===== src/rtl/fetch_unit_if.sv =====
// Fetch unit bus bundle: execute redirect/BTB training, instruction-memory port
// and the decode-side valid/ready handshake.
interface fetch_unit_if #(
  parameter int unsigned ADDR_WIDTH = 10
);
  logic                  redirect_i;
  logic [31:0]           redirect_pc_i;
  logic                  btb_upd_i;
  logic [31:0]           btb_upd_pc_i;
  logic [31:0]           btb_upd_target_i;
  logic                  btb_upd_taken_i;
  logic                  imem_req_o;
  logic [ADDR_WIDTH-1:0] imem_addr_o;
  logic [31:0]           imem_rdata_i;
  logic                  instr_valid_o;
  logic                  instr_ready_i;
  logic [31:0]           instr_o;
  logic [31:0]           pc_o;
  logic                  pred_taken_o;
  logic [31:0]           pred_target_o;

  modport master (
    input  redirect_i, redirect_pc_i, btb_upd_i, btb_upd_pc_i, btb_upd_target_i,
           btb_upd_taken_i, imem_rdata_i, instr_ready_i,
    output imem_req_o, imem_addr_o, instr_valid_o, instr_o, pc_o, pred_taken_o,
           pred_target_o
  );

  modport slave (
    output redirect_i, redirect_pc_i, btb_upd_i, btb_upd_pc_i, btb_upd_target_i,
           btb_upd_taken_i, imem_rdata_i, instr_ready_i,
    input  imem_req_o, imem_addr_o, instr_valid_o, instr_o, pc_o, pred_taken_o,
           pred_target_o
  );
endinterface


===== src/rtl/fetch_unit.sv =====
// Instruction-fetch front end: PC with direct-mapped BTB prediction, one imem
// read per cycle, fetch queue toward decode.
module fetch_unit #(
  parameter logic [31:0] RESET_PC    = 32'h100,
  parameter int unsigned ADDR_WIDTH  = 10,
  parameter int unsigned FQ_DEPTH    = 4,
  parameter int unsigned BTB_ENTRIES = 16
) (
  input  logic         clk,
  input  logic         rst,
  fetch_unit_if.master bus
);
  localparam int unsigned IDX = $clog2(BTB_ENTRIES);
  localparam int unsigned PW  = $clog2(FQ_DEPTH);
  localparam int unsigned TW  = 30 - IDX;

  logic [31:0]      r_fetch_pc;
  logic             r_if_valid;
  logic [31:0]      r_if_pc;
  logic             r_if_taken;
  logic [31:0]      r_if_target;

  logic [PW-1:0]    r_rd_ptr;
  logic [PW-1:0]    r_wr_ptr;
  logic [PW:0]      r_count;
  logic [31:0]      r_fq_instr  [FQ_DEPTH];
  logic [31:0]      r_fq_pc     [FQ_DEPTH];
  logic [31:0]      r_fq_target [FQ_DEPTH];
  logic             r_fq_taken  [FQ_DEPTH];

  logic [BTB_ENTRIES-1:0] r_btb_valid;
  logic [TW-1:0]          r_btb_tag    [BTB_ENTRIES];
  logic [31:0]            r_btb_target [BTB_ENTRIES];

  logic [IDX-1:0]   w_lk_idx;
  logic [IDX-1:0]   w_up_idx;
  logic             w_hit;
  logic [31:0]      w_next_pc;
  logic [PW+1:0]    w_occ;
  logic             w_issue;
  logic             w_push;
  logic             w_pop;
  logic             w_unused;

  assign w_lk_idx  = r_fetch_pc[IDX+1:2];
  assign w_up_idx  = bus.btb_upd_pc_i[IDX+1:2];
  assign w_hit     = r_btb_valid[w_lk_idx] && (r_btb_tag[w_lk_idx] == r_fetch_pc[31:IDX+2]);
  assign w_next_pc = w_hit ? r_btb_target[w_lk_idx] : r_fetch_pc + 32'd4;
  assign w_unused  = ^bus.btb_upd_pc_i[1:0];

  // Reserve a queue slot for the word still in flight so a push never overflows.
  assign w_occ   = {1'b0, r_count} + {{(PW+1){1'b0}}, r_if_valid};
  assign w_issue = !bus.redirect_i && (w_occ < (PW+2)'(FQ_DEPTH));
  assign w_push  = r_if_valid;
  assign w_pop   = (r_count != '0) && bus.instr_ready_i;

  assign bus.imem_req_o    = w_issue && rst;
  assign bus.imem_addr_o   = r_fetch_pc[ADDR_WIDTH+1:2];
  assign bus.instr_valid_o = (r_count != '0);
  assign bus.instr_o       = r_fq_instr[r_rd_ptr];
  assign bus.pc_o          = r_fq_pc[r_rd_ptr];
  assign bus.pred_taken_o  = r_fq_taken[r_rd_ptr];
  assign bus.pred_target_o = r_fq_target[r_rd_ptr];

  always_ff @(posedge clk or negedge rst) begin
    if (!rst) begin
      r_fetch_pc  <= RESET_PC;
      r_if_valid  <= 1'b0;
      r_if_pc     <= '0;
      r_if_taken  <= 1'b0;
      r_if_target <= '0;
      r_rd_ptr    <= '0;
      r_wr_ptr    <= '0;
      r_count     <= '0;
    end else if (bus.redirect_i) begin
      r_fetch_pc <= bus.redirect_pc_i;
      r_if_valid <= 1'b0;
      r_rd_ptr   <= '0;
      r_wr_ptr   <= '0;
      r_count    <= '0;
    end else begin
      r_if_valid <= w_issue;
      if (w_issue) begin
        r_fetch_pc  <= w_next_pc;
        r_if_pc     <= r_fetch_pc;
        r_if_taken  <= w_hit;
        r_if_target <= w_next_pc;
      end
      if (w_push) r_wr_ptr <= r_wr_ptr + 1'b1;
      if (w_pop)  r_rd_ptr <= r_rd_ptr + 1'b1;
      r_count <= r_count + (PW+1)'(w_push) - (PW+1)'(w_pop);
    end
  end

  always_ff @(posedge clk) begin
    if (w_push && !bus.redirect_i) begin
      r_fq_instr[r_wr_ptr]  <= bus.imem_rdata_i;
      r_fq_pc[r_wr_ptr]     <= r_if_pc;
      r_fq_taken[r_wr_ptr]  <= r_if_taken;
      r_fq_target[r_wr_ptr] <= r_if_target;
    end
  end

  always_ff @(posedge clk or negedge rst) begin
    if (!rst) begin
      r_btb_valid <= '0;
    end else if (bus.btb_upd_i) begin
      r_btb_valid[w_up_idx] <= bus.btb_upd_taken_i;
    end
  end

  always_ff @(posedge clk) begin
    if (bus.btb_upd_i && bus.btb_upd_taken_i) begin
      r_btb_tag[w_up_idx]    <= bus.btb_upd_pc_i[31:IDX+2];
      r_btb_target[w_up_idx] <= bus.btb_upd_target_i;
    end
  end
endmodule

===== src/flat_wrapper.sv =====
// flat-port wrapper written by rule: the top's interface ports become plain ports
module fetch_unit_flat 
#(
  parameter logic [31:0] RESET_PC    = 32'h100,
  parameter int unsigned ADDR_WIDTH  = 10,
  parameter int unsigned FQ_DEPTH    = 4,
  parameter int unsigned BTB_ENTRIES = 16
)
  (clk, rst, bus_redirect_i, bus_redirect_pc_i, bus_btb_upd_i, bus_btb_upd_pc_i, bus_btb_upd_target_i, bus_btb_upd_taken_i, bus_imem_rdata_i, bus_instr_ready_i, bus_imem_req_o, bus_imem_addr_o, bus_instr_valid_o, bus_instr_o, bus_pc_o, bus_pred_taken_o, bus_pred_target_o);
  fetch_unit_if #(.ADDR_WIDTH(ADDR_WIDTH)) bus_i ();
  input  logic clk;
  input  logic rst;
  input wire logic [$bits(bus_i.redirect_i)-1:0] bus_redirect_i;
  input wire logic [$bits(bus_i.redirect_pc_i)-1:0] bus_redirect_pc_i;
  input wire logic [$bits(bus_i.btb_upd_i)-1:0] bus_btb_upd_i;
  input wire logic [$bits(bus_i.btb_upd_pc_i)-1:0] bus_btb_upd_pc_i;
  input wire logic [$bits(bus_i.btb_upd_target_i)-1:0] bus_btb_upd_target_i;
  input wire logic [$bits(bus_i.btb_upd_taken_i)-1:0] bus_btb_upd_taken_i;
  input wire logic [$bits(bus_i.imem_rdata_i)-1:0] bus_imem_rdata_i;
  input wire logic [$bits(bus_i.instr_ready_i)-1:0] bus_instr_ready_i;
  output wire logic [$bits(bus_i.imem_req_o)-1:0] bus_imem_req_o;
  output wire logic [$bits(bus_i.imem_addr_o)-1:0] bus_imem_addr_o;
  output wire logic [$bits(bus_i.instr_valid_o)-1:0] bus_instr_valid_o;
  output wire logic [$bits(bus_i.instr_o)-1:0] bus_instr_o;
  output wire logic [$bits(bus_i.pc_o)-1:0] bus_pc_o;
  output wire logic [$bits(bus_i.pred_taken_o)-1:0] bus_pred_taken_o;
  output wire logic [$bits(bus_i.pred_target_o)-1:0] bus_pred_target_o;
  assign bus_i.redirect_i = bus_redirect_i;
  assign bus_i.redirect_pc_i = bus_redirect_pc_i;
  assign bus_i.btb_upd_i = bus_btb_upd_i;
  assign bus_i.btb_upd_pc_i = bus_btb_upd_pc_i;
  assign bus_i.btb_upd_target_i = bus_btb_upd_target_i;
  assign bus_i.btb_upd_taken_i = bus_btb_upd_taken_i;
  assign bus_i.imem_rdata_i = bus_imem_rdata_i;
  assign bus_i.instr_ready_i = bus_instr_ready_i;
  assign bus_imem_req_o = bus_i.imem_req_o;
  assign bus_imem_addr_o = bus_i.imem_addr_o;
  assign bus_instr_valid_o = bus_i.instr_valid_o;
  assign bus_instr_o = bus_i.instr_o;
  assign bus_pc_o = bus_i.pc_o;
  assign bus_pred_taken_o = bus_i.pred_taken_o;
  assign bus_pred_target_o = bus_i.pred_target_o;
  fetch_unit #(.RESET_PC(RESET_PC), .ADDR_WIDTH(ADDR_WIDTH), .FQ_DEPTH(FQ_DEPTH), .BTB_ENTRIES(BTB_ENTRIES)) u_core (.clk(clk), .rst(rst), .bus(bus_i));
endmodule

===== config.mk =====
export PLATFORM = sky130hd
export DESIGN_NAME = fetch_unit_flat
export DESIGN_NICKNAME = d
export VERILOG_FILES = /design/src/rtl/fetch_unit_if.sv /design/src/rtl/fetch_unit.sv /design/src/flat_wrapper.sv
export SDC_FILE = /design/constraint.sdc
export NUM_CORES = 1
export LEC_CHECK = 0
export CAP_MARGIN = 15
export CORE_UTILIZATION = 35
export CTS_BUF_LIST = sky130_fd_sc_hd__clkbuf_4 sky130_fd_sc_hd__clkbuf_8 sky130_fd_sc_hd__clkbuf_16
export DETAILED_ROUTE_END_ITERATION = 12
export PLACE_DENSITY = 0.5
export SLEW_MARGIN = 20
export SYNTH_ARGS = -nofsm -noshare
export SYNTH_HDL_FRONTEND = slang
export SYNTH_SLANG_ARGS = --single-unit

===== constraint.sdc =====
create_clock -name clk -period 4.2 [get_ports clk]
set_clock_uncertainty 0.2 [all_clocks]
set_input_delay 0.84 -clock clk [delete_from_list [all_inputs] [get_ports clk]]
set_output_delay 0.84 -clock clk [all_outputs]
set_load 0.01 [all_outputs]

==> impl_metrics.yaml, run 1 <==
layout:
  final_cells: 5545
  ff_latch_area_um2: 42600
  area_delta_synth_final_pct: 21.3
  utilization_pct: 42.7
  multi_input_area_um2: 13300
  drive_gt1_share_pct: 25.8
  nNetsFinal: 3395
  stdcell_area_um2: 68600
  fill_cells: 13997
setup_path:
  critPathKind: "register to register"
  cp-end-kind: "register"
  arrival_ns: 4.55
  path_cells: "buf_12 -> buf_4 -> mux4_2 -> nor2b_1 -> o31a_1 -> o21a_1 -> or4_1 -> or4_4 -> buf_12 -> nor4_1 -> buf_4 -> o31ai_1"
  cp_max_fo: 30
  cp_num_buf_inv: 4
  crit_path_start_kind: "register"
  crit_path_max_incr_delay_ns: 0.58
  critPathSlowestCell: "dfrtp_4"
  required_ns: 4.65
  critPathTopFamily: "simple AND/OR/NAND/NOR gates"
logic_synthesis:
  async_reset_ff_share_pct: 8.42
  synth.top_cell.area_share_pct: 69.9
  ys_warn_count: 0
  yosysUniqueCellTypes: 76
  synthTopCellsByCount: "edfxtp_1 (1,316), mux4_2 (351), nand2_1 (184)"
  netlist_instances: 2810
  yosysSeqAreaShare_pct: 75.3
  ys_top_cells_by_area: "edfxtp_1 (70%), mux4_2 (14%), dfrtp_1 (5.3%)"
  synth_area_um2: 56500
  synth_area_leader_cell: "edfxtp_1"
  synthMostInstantiatedCell: "edfxtp_1"
  synth_edf_count: 1316
  avgSynthCellArea_um2: 20.1
  synth_nets: 2953
  synth_ff_type: "edfxtp_1"
  ys_seq_elements: 1437
global_route:
  grt_overflow: 0
  antenna_found_initial: 10
  track_usage_pct: 19.5
  grt_max_degree: 122
  grt_pass1_wl_um: 226000
  grt_pass1_vias: 30689
min_path:
  hold_class: "register to register"
sta:
  fin_setup_tns_ns: 0
  rsz0062_at_grt: "true"
  slew_headroom_pct: 25.9
  max_clock_freq_mhz: 244
  final_hold_viol_count: 0
  setup_viol: 0
  fin_crit_ns: 4.10
  finalMaxSlewViolations: 0
  hold_ws_ns: 0.280
  worst_pin_slew_ns: 1.11
  finalCritPeriodShare_pct: 97.7
routing:
  routed_wl_um: 158000
  first_pass_iters: 5
  ant_nets: 0
  routedWlPerCell_um: 28.5
  via_count: 29292
  drc: 0
  drtIter0Drc: 2635
  viasPerCell: 5.28
power_and_ir_drop:
  p_leak_nw: 22.3
  powerDensity_nw_per_um2: 628
  power.share.switching_pct: 30.1
  p_comb_share_pct: 27.4
  seq_power_share_pct: 41.2
  p_int_mw: 30.1
  p_sw_mw: 12.9
  clkPwrFrac_pct: 31.4
  ir_drop_v: 0.000411
floorplanning:
  initial_utilization_pct: 35.2
  die_y_um: 404
  core-area_um2: 160000
  dieArea_um2: 163000
  fp.dieW_um: 404
  io-pin-count: 243
  rows: 147
place:
  dpl_cell_area_um2: 63300
  io_buffers: 240
  dp_cells: 5251
  gp_congestion: 0.898
  hpwl_um: 102000
clocking:
  root_buffer: "clkbuf_16"
  ctsLongestPathBuffers: 3
  htree_levels: 4
  cts_made_buffers: 153
  path_clk_slew_ns: 0.06
  clk_latency_ns: 0.81
  cts_tree: "done"
  clock_sinks: 1437
status:
  status: "complete, no violations"
flow_run:
  cap_viol_max_count: 0
cell families after synthesis:
family / after synthesis / synth area share [%]
AO/OA/AOI/OAI: 261 / 3.12
XOR/XNOR: 55 / 0.852
adder cells (fa/ha/maj): 9 / 0.212
buffers and inverters: 200 / 1.63
flip-flops: 1437 / 75.3
multiplexers: 428 / 15.4
AND/OR/NAND/NOR: 420 / 3.55
metrics by stage:
stage | total power, mW | setup slack, ns
floorplan | 24.5 | -0.399
global placement | 29.7 | -0.000504
detailed placement | 29.9 | -0.107
CTS | 43.5 | 0.00500
global route | 44.7 | -0.0343
finish | 43.0 | 0.0967
final cells by class:
cell class / instances / share of cell area [%]
Inverter: 24 / 0.133
Timing Repair Buffer: 463 / 7.04
Sequential cell: 1437 / 62.1
Clock buffer: 180 / 5.93
Tap cell: 2160 / 3.94
Antenna cell: 3 / 0.0109
Multi-Input combinational cell: 1173 / 19.3
Clock inverter: 105 / 1.52
path summary, 6_finish.rpt:
path,from,to,slack (ns),cells after the start
max in group asynchronous,rst,u_core.r_rd_ptr[1],2.50,3
hold reg to reg,u_core.r_btb_valid[8],u_core.r_btb_valid[8],0.28,1
min in group asynchronous,rst,u_core.r_btb_valid[8],0.47,3
setup / recovery,u_core.r_fetch_pc[2],u_core.r_if_target[21],0.1,12
setup reg to reg,u_core.r_fetch_pc[2],u_core.r_if_target[21],0.1,12
hold / removal,u_core.r_btb_valid[8],u_core.r_btb_valid[8],0.28,1
power groups by stage:
stage,logic [mW],registers (mW),clock network [mW]
after global routing,12.5,17.8,14.3
after CTS,11.9,17.8,13.8
after detailed placement,11.8,18.1,0
final,11.8,17.7,13.5
after global placement,11.7,18.0,0
after floorplan,7.07,17.4,0
cells in the final DEF (no fill, tap or decap), types with 60 or more instances in the layout:
cell type	count
nand2_1	184
edfxtp_1	1316
buf_4	161
mux2i_1	69
mux4_2	351
buf_12	60
dfrtp_1	114
clkbuf_16	153
o31ai_1	60
nor2_1	65
clkdlybuf4s50_1	238
sequential cells by signal, summed over array words and instances (netlist names):
name / cells
u_core.r_btb_target: 512
u_core.r_btb_tag: 416
u_core.r_fq_instr: 128
u_core.r_fq_pc: 128
u_core.r_fq_target: 128
u_core.r_fetch_pc: 32
u_core.r_if_pc: 32
u_core.r_if_target: 32
u_core.r_btb_valid: 16
u_core.r_fq_taken: 4
u_core.r_count: 3
u_core.r_rd_ptr: 2
u_core.r_wr_ptr: 2
u_core.r_if_taken: 1
u_core.r_if_valid: 1
routing by layer:
| metal | wire length (µm) | up-vias | share of wire, % | global-route usage [%] |
|---|---|---|---|---|
| met5 | 23 | - | 0.015 | 0 |
| met4 | 4730 | 4 | 3.0 | 6.42 |
| met1 | 67400 | 15751 | 43 | 26.0 |
| met3 | 8580 | 226 | 5.4 | 3.36 |
| li1 | - | 12438 | - | - |
| met2 | 77400 | 873 | 49 | 32.2 |
repair_timing:
item                                    in CTS  in global routing
pin swaps                                    0                  0
endpoints found under the hold margin       16                  0
hold buffers                                 1                  0
resized for setup                            1                  9
buffers inserted                             4                  1
endpoints found under the setup margin      50                 62
No activity file was read; power rests on OpenSTA's default activity.
==> run 2, diff against run 1 <==
--- a/config.mk
+++ b/config.mk
@@ -6,6 +6,7 @@
 export NUM_CORES = 1
 export LEC_CHECK = 0
 export CAP_MARGIN = 15
+export CORE_ASPECT_RATIO = 0.9
 export CORE_UTILIZATION = 35
 export CTS_BUF_LIST = sky130_fd_sc_hd__clkbuf_4 sky130_fd_sc_hd__clkbuf_8 sky130_fd_sc_hd__clkbuf_16
 export DETAILED_ROUTE_END_ITERATION = 12
==> impl_metrics.yaml, run 2 (synthesis gave the netlist of run 1 again) <==
routing:
  via_count: 29323
  viasPerCell: 5.34
  ant_nets: 0
  first_pass_iters: 5
  routedWlPerCell_um: 29.2
  drc: 0
  drtIter0Drc: 2316
  routed_wl_um: 161000
global_route:
  track_usage_pct: 19.6
  grt_overflow: 0
  antenna_found_initial: 12
  grt_pass1_vias: 30487
  grt_max_degree: 125
  grt_pass1_wl_um: 226000
setup_path:
  critPathKind: "register to register"
  reg2reg_depth: 13
  arrival_ns: 4.62
  cp_max_fo: 30
  cp-end-kind: "register"
  path_cells: "buf_4 -> buf_4 -> clkbuf_16 -> clkinvlp_4 -> mux2_2 -> a211oi_1 -> a31oi_1 -> or4_4 -> or4_4 -> buf_12 -> nor4_1 -> buf_4 -> o31ai_1"
  required_ns: 4.65
  crit_path_max_incr_delay_ns: 0.57
  startpoint: "u_core.r_fetch_pc[3]"
  crit_path_start_kind: "register"
  critPathSlowestCell: "or4_4"
  crit_top_cell: "buf_4"
  r2r-start: "u_core.r_fetch_pc[3]"
  ff2ff_setup_slack_ns: 0.03
  critPathTopFamily: "simple AND/OR/NAND/NOR gates"
  rr_endpoint: "u_core.r_fetch_pc[24]"
  cp_num_buf_inv: 6
sta:
  hold_ws_ns: 0.285
  rsz0062_at_grt: "true"
  worst_pin_slew_ns: 0.885
  slew_headroom_pct: 41.0
  finalCritPeriodShare_pct: 99.2
  finalMaxSlewViolations: 0
  setup_ws_ns: 0.0330
  fin_crit_ns: 4.17
  max_clock_freq_mhz: 240
  final_hold_viol_count: 0
  setup_viol: 0
clocking:
  cts_made_buffers: 151
  clock_sinks: 1437
  root_buffer: "clkbuf_16"
  ctsLongestPathBuffers: 3
  clk_latency_ns: 0.82
  cts_tree: "done"
  path_clk_slew_ns: 0.07
  htree_levels: 4
layout:
  fill_cells: 13873
  largest_reg_flops: 512
  area_delta_synth_final_pct: 21.1
  largestRegisters: "u_core.r_btb_target (512), u_core.r_btb_tag (416)"
  drive_gt1_share_pct: 26.4
  layout_common_cells: "edfxtp_1 (1,316), mux4_2 (351), clkdlybuf4s50_1 (238)"
  stdcell_area_um2: 68400
  layout_commonest_cell: "edfxtp_1"
  utilization_pct: 42.8
  nNetsFinal: 3409
  largest_register: "u_core.r_btb_target"
flow_run:
  cap_viol_max_count: 0
floorplanning:
  core-area_um2: 160000
  dieArea_um2: 163000
  initial_utilization_pct: 35.3
  die_y_um: 383
  rows: 139
  io-pin-count: 243
  fp.dieW_um: 426
place:
  io_buffers: 240
  dpl_cell_area_um2: 63300
  gp_congestion: 0.891
  hpwl_um: 103000
  place_ws_ns: -0.144
power_and_ir_drop:
  powerDensity_nw_per_um2: 626
  ir_drop_v: 0.000323
  p_leak_nw: 22.3
min_path:
  hold_end: "u_core.r_btb_valid[6]"
  hold_path_depth: 1
  hold_class: "register to register"
  min_from: "u_core.r_btb_valid[6]"
status:
  status: "complete, no violations"
-- run 2: changes by cell type in the layout (fill, tap and decap cells not counted), moves of 5 or more --
cell,delta
clkinv_1,-9
bufinv_16,-8
nor4_2,+8
nor4_1,-8
clkinv_2,-14
clkbuf_4,+20
buf_4,+18
buf_12,-5
-- run 2: metal layers --
metal | up-vias | global-route usage (%) | wire (µm)
met2 | 913 | 32.3 | 78300
li1 | 12455 | - | -
met5 | - | 0 | 38
met4 | 6 | 7.47 | 5810
met1 | 15716 | 26.1 | 68700
met3 | 233 | 3.21 | 7750
-- run 2: how the worst max path moves through the flow --
stage | to | slack [ns] | depth (start not counted)
floorplan | u_core.r_btb_tag[8][0] | -0.40 | 3
global placement | u_core.r_if_target[21] | -0.1 | 13
detailed placement | u_core.r_if_target[16] | -0.14 | 13
CTS | u_core.r_fetch_pc[10] | 0.01 | 12
global route | u_core.r_fetch_pc[19] | -0.05 | 14
finish | u_core.r_fetch_pc[24] | 0.03 | 13
-- run 2: area by class of cell --
| class | instances | area, µm² | share of cell area, % |
|---|---|---|---|
| diodes | 3 | 7.51 | 0.0110 |
| clock inverters | 68 | 678 | 0.991 |
| flip-flops and latches | 1437 | 42600 | 62.2 |
| multi-input cells | 1173 | 13300 | 19.5 |
| inverters | 24 | 95.1 | 0.139 |
| clock buffers | 197 | 4170 | 6.09 |
| well taps | 2115 | 2650 | 3.87 |
| repair buffers | 479 | 4960 | 7.24 |
-- run 2: power breakdown --
group          internal, mW  total, mW  switching (mW)
clock network          7.38       12.9            5.56
logic                  5.70       12.1            6.40
registers              16.8       17.8            1.02
-- run 2: what timing repair did --
item / CTS / global route
gates resized for setup: 1 / 24
endpoints found under the hold margin: 31 / 0
buffers inserted: 3 / 3
hold buffers: 1 / 0
pin swaps: 0 / 1
endpoints found under the setup margin: 58 / 65
gates cloned: 0 / 2
-- run 2: metrics by stage --
stage	cells	power [mW]	setup TNS, ns
CTS	5488	43.1	0
global placement	5219	29.9	-4.13
floorplan	2810	24.5	-155.48
finish	5496	42.8	0
detailed placement	5219	30.1	-4.76
global route	5494	44.5	-0.837
-- run 2: worst reg2reg max path, cell delays in order, from the launching register on --
cell	delay (ns)
dfrtp_4	0.55
buf_4	0.23
buf_4	0.16
clkbuf_16	0.19
clkinvlp_4	0.16
mux2_2	0.39
a211oi_1	0.24
a31oi_1	0.10
or4_4	0.57
or4_4	0.46
buf_12	0.20
nor4_1	0.35
buf_4	0.17
o31ai_1	0.05
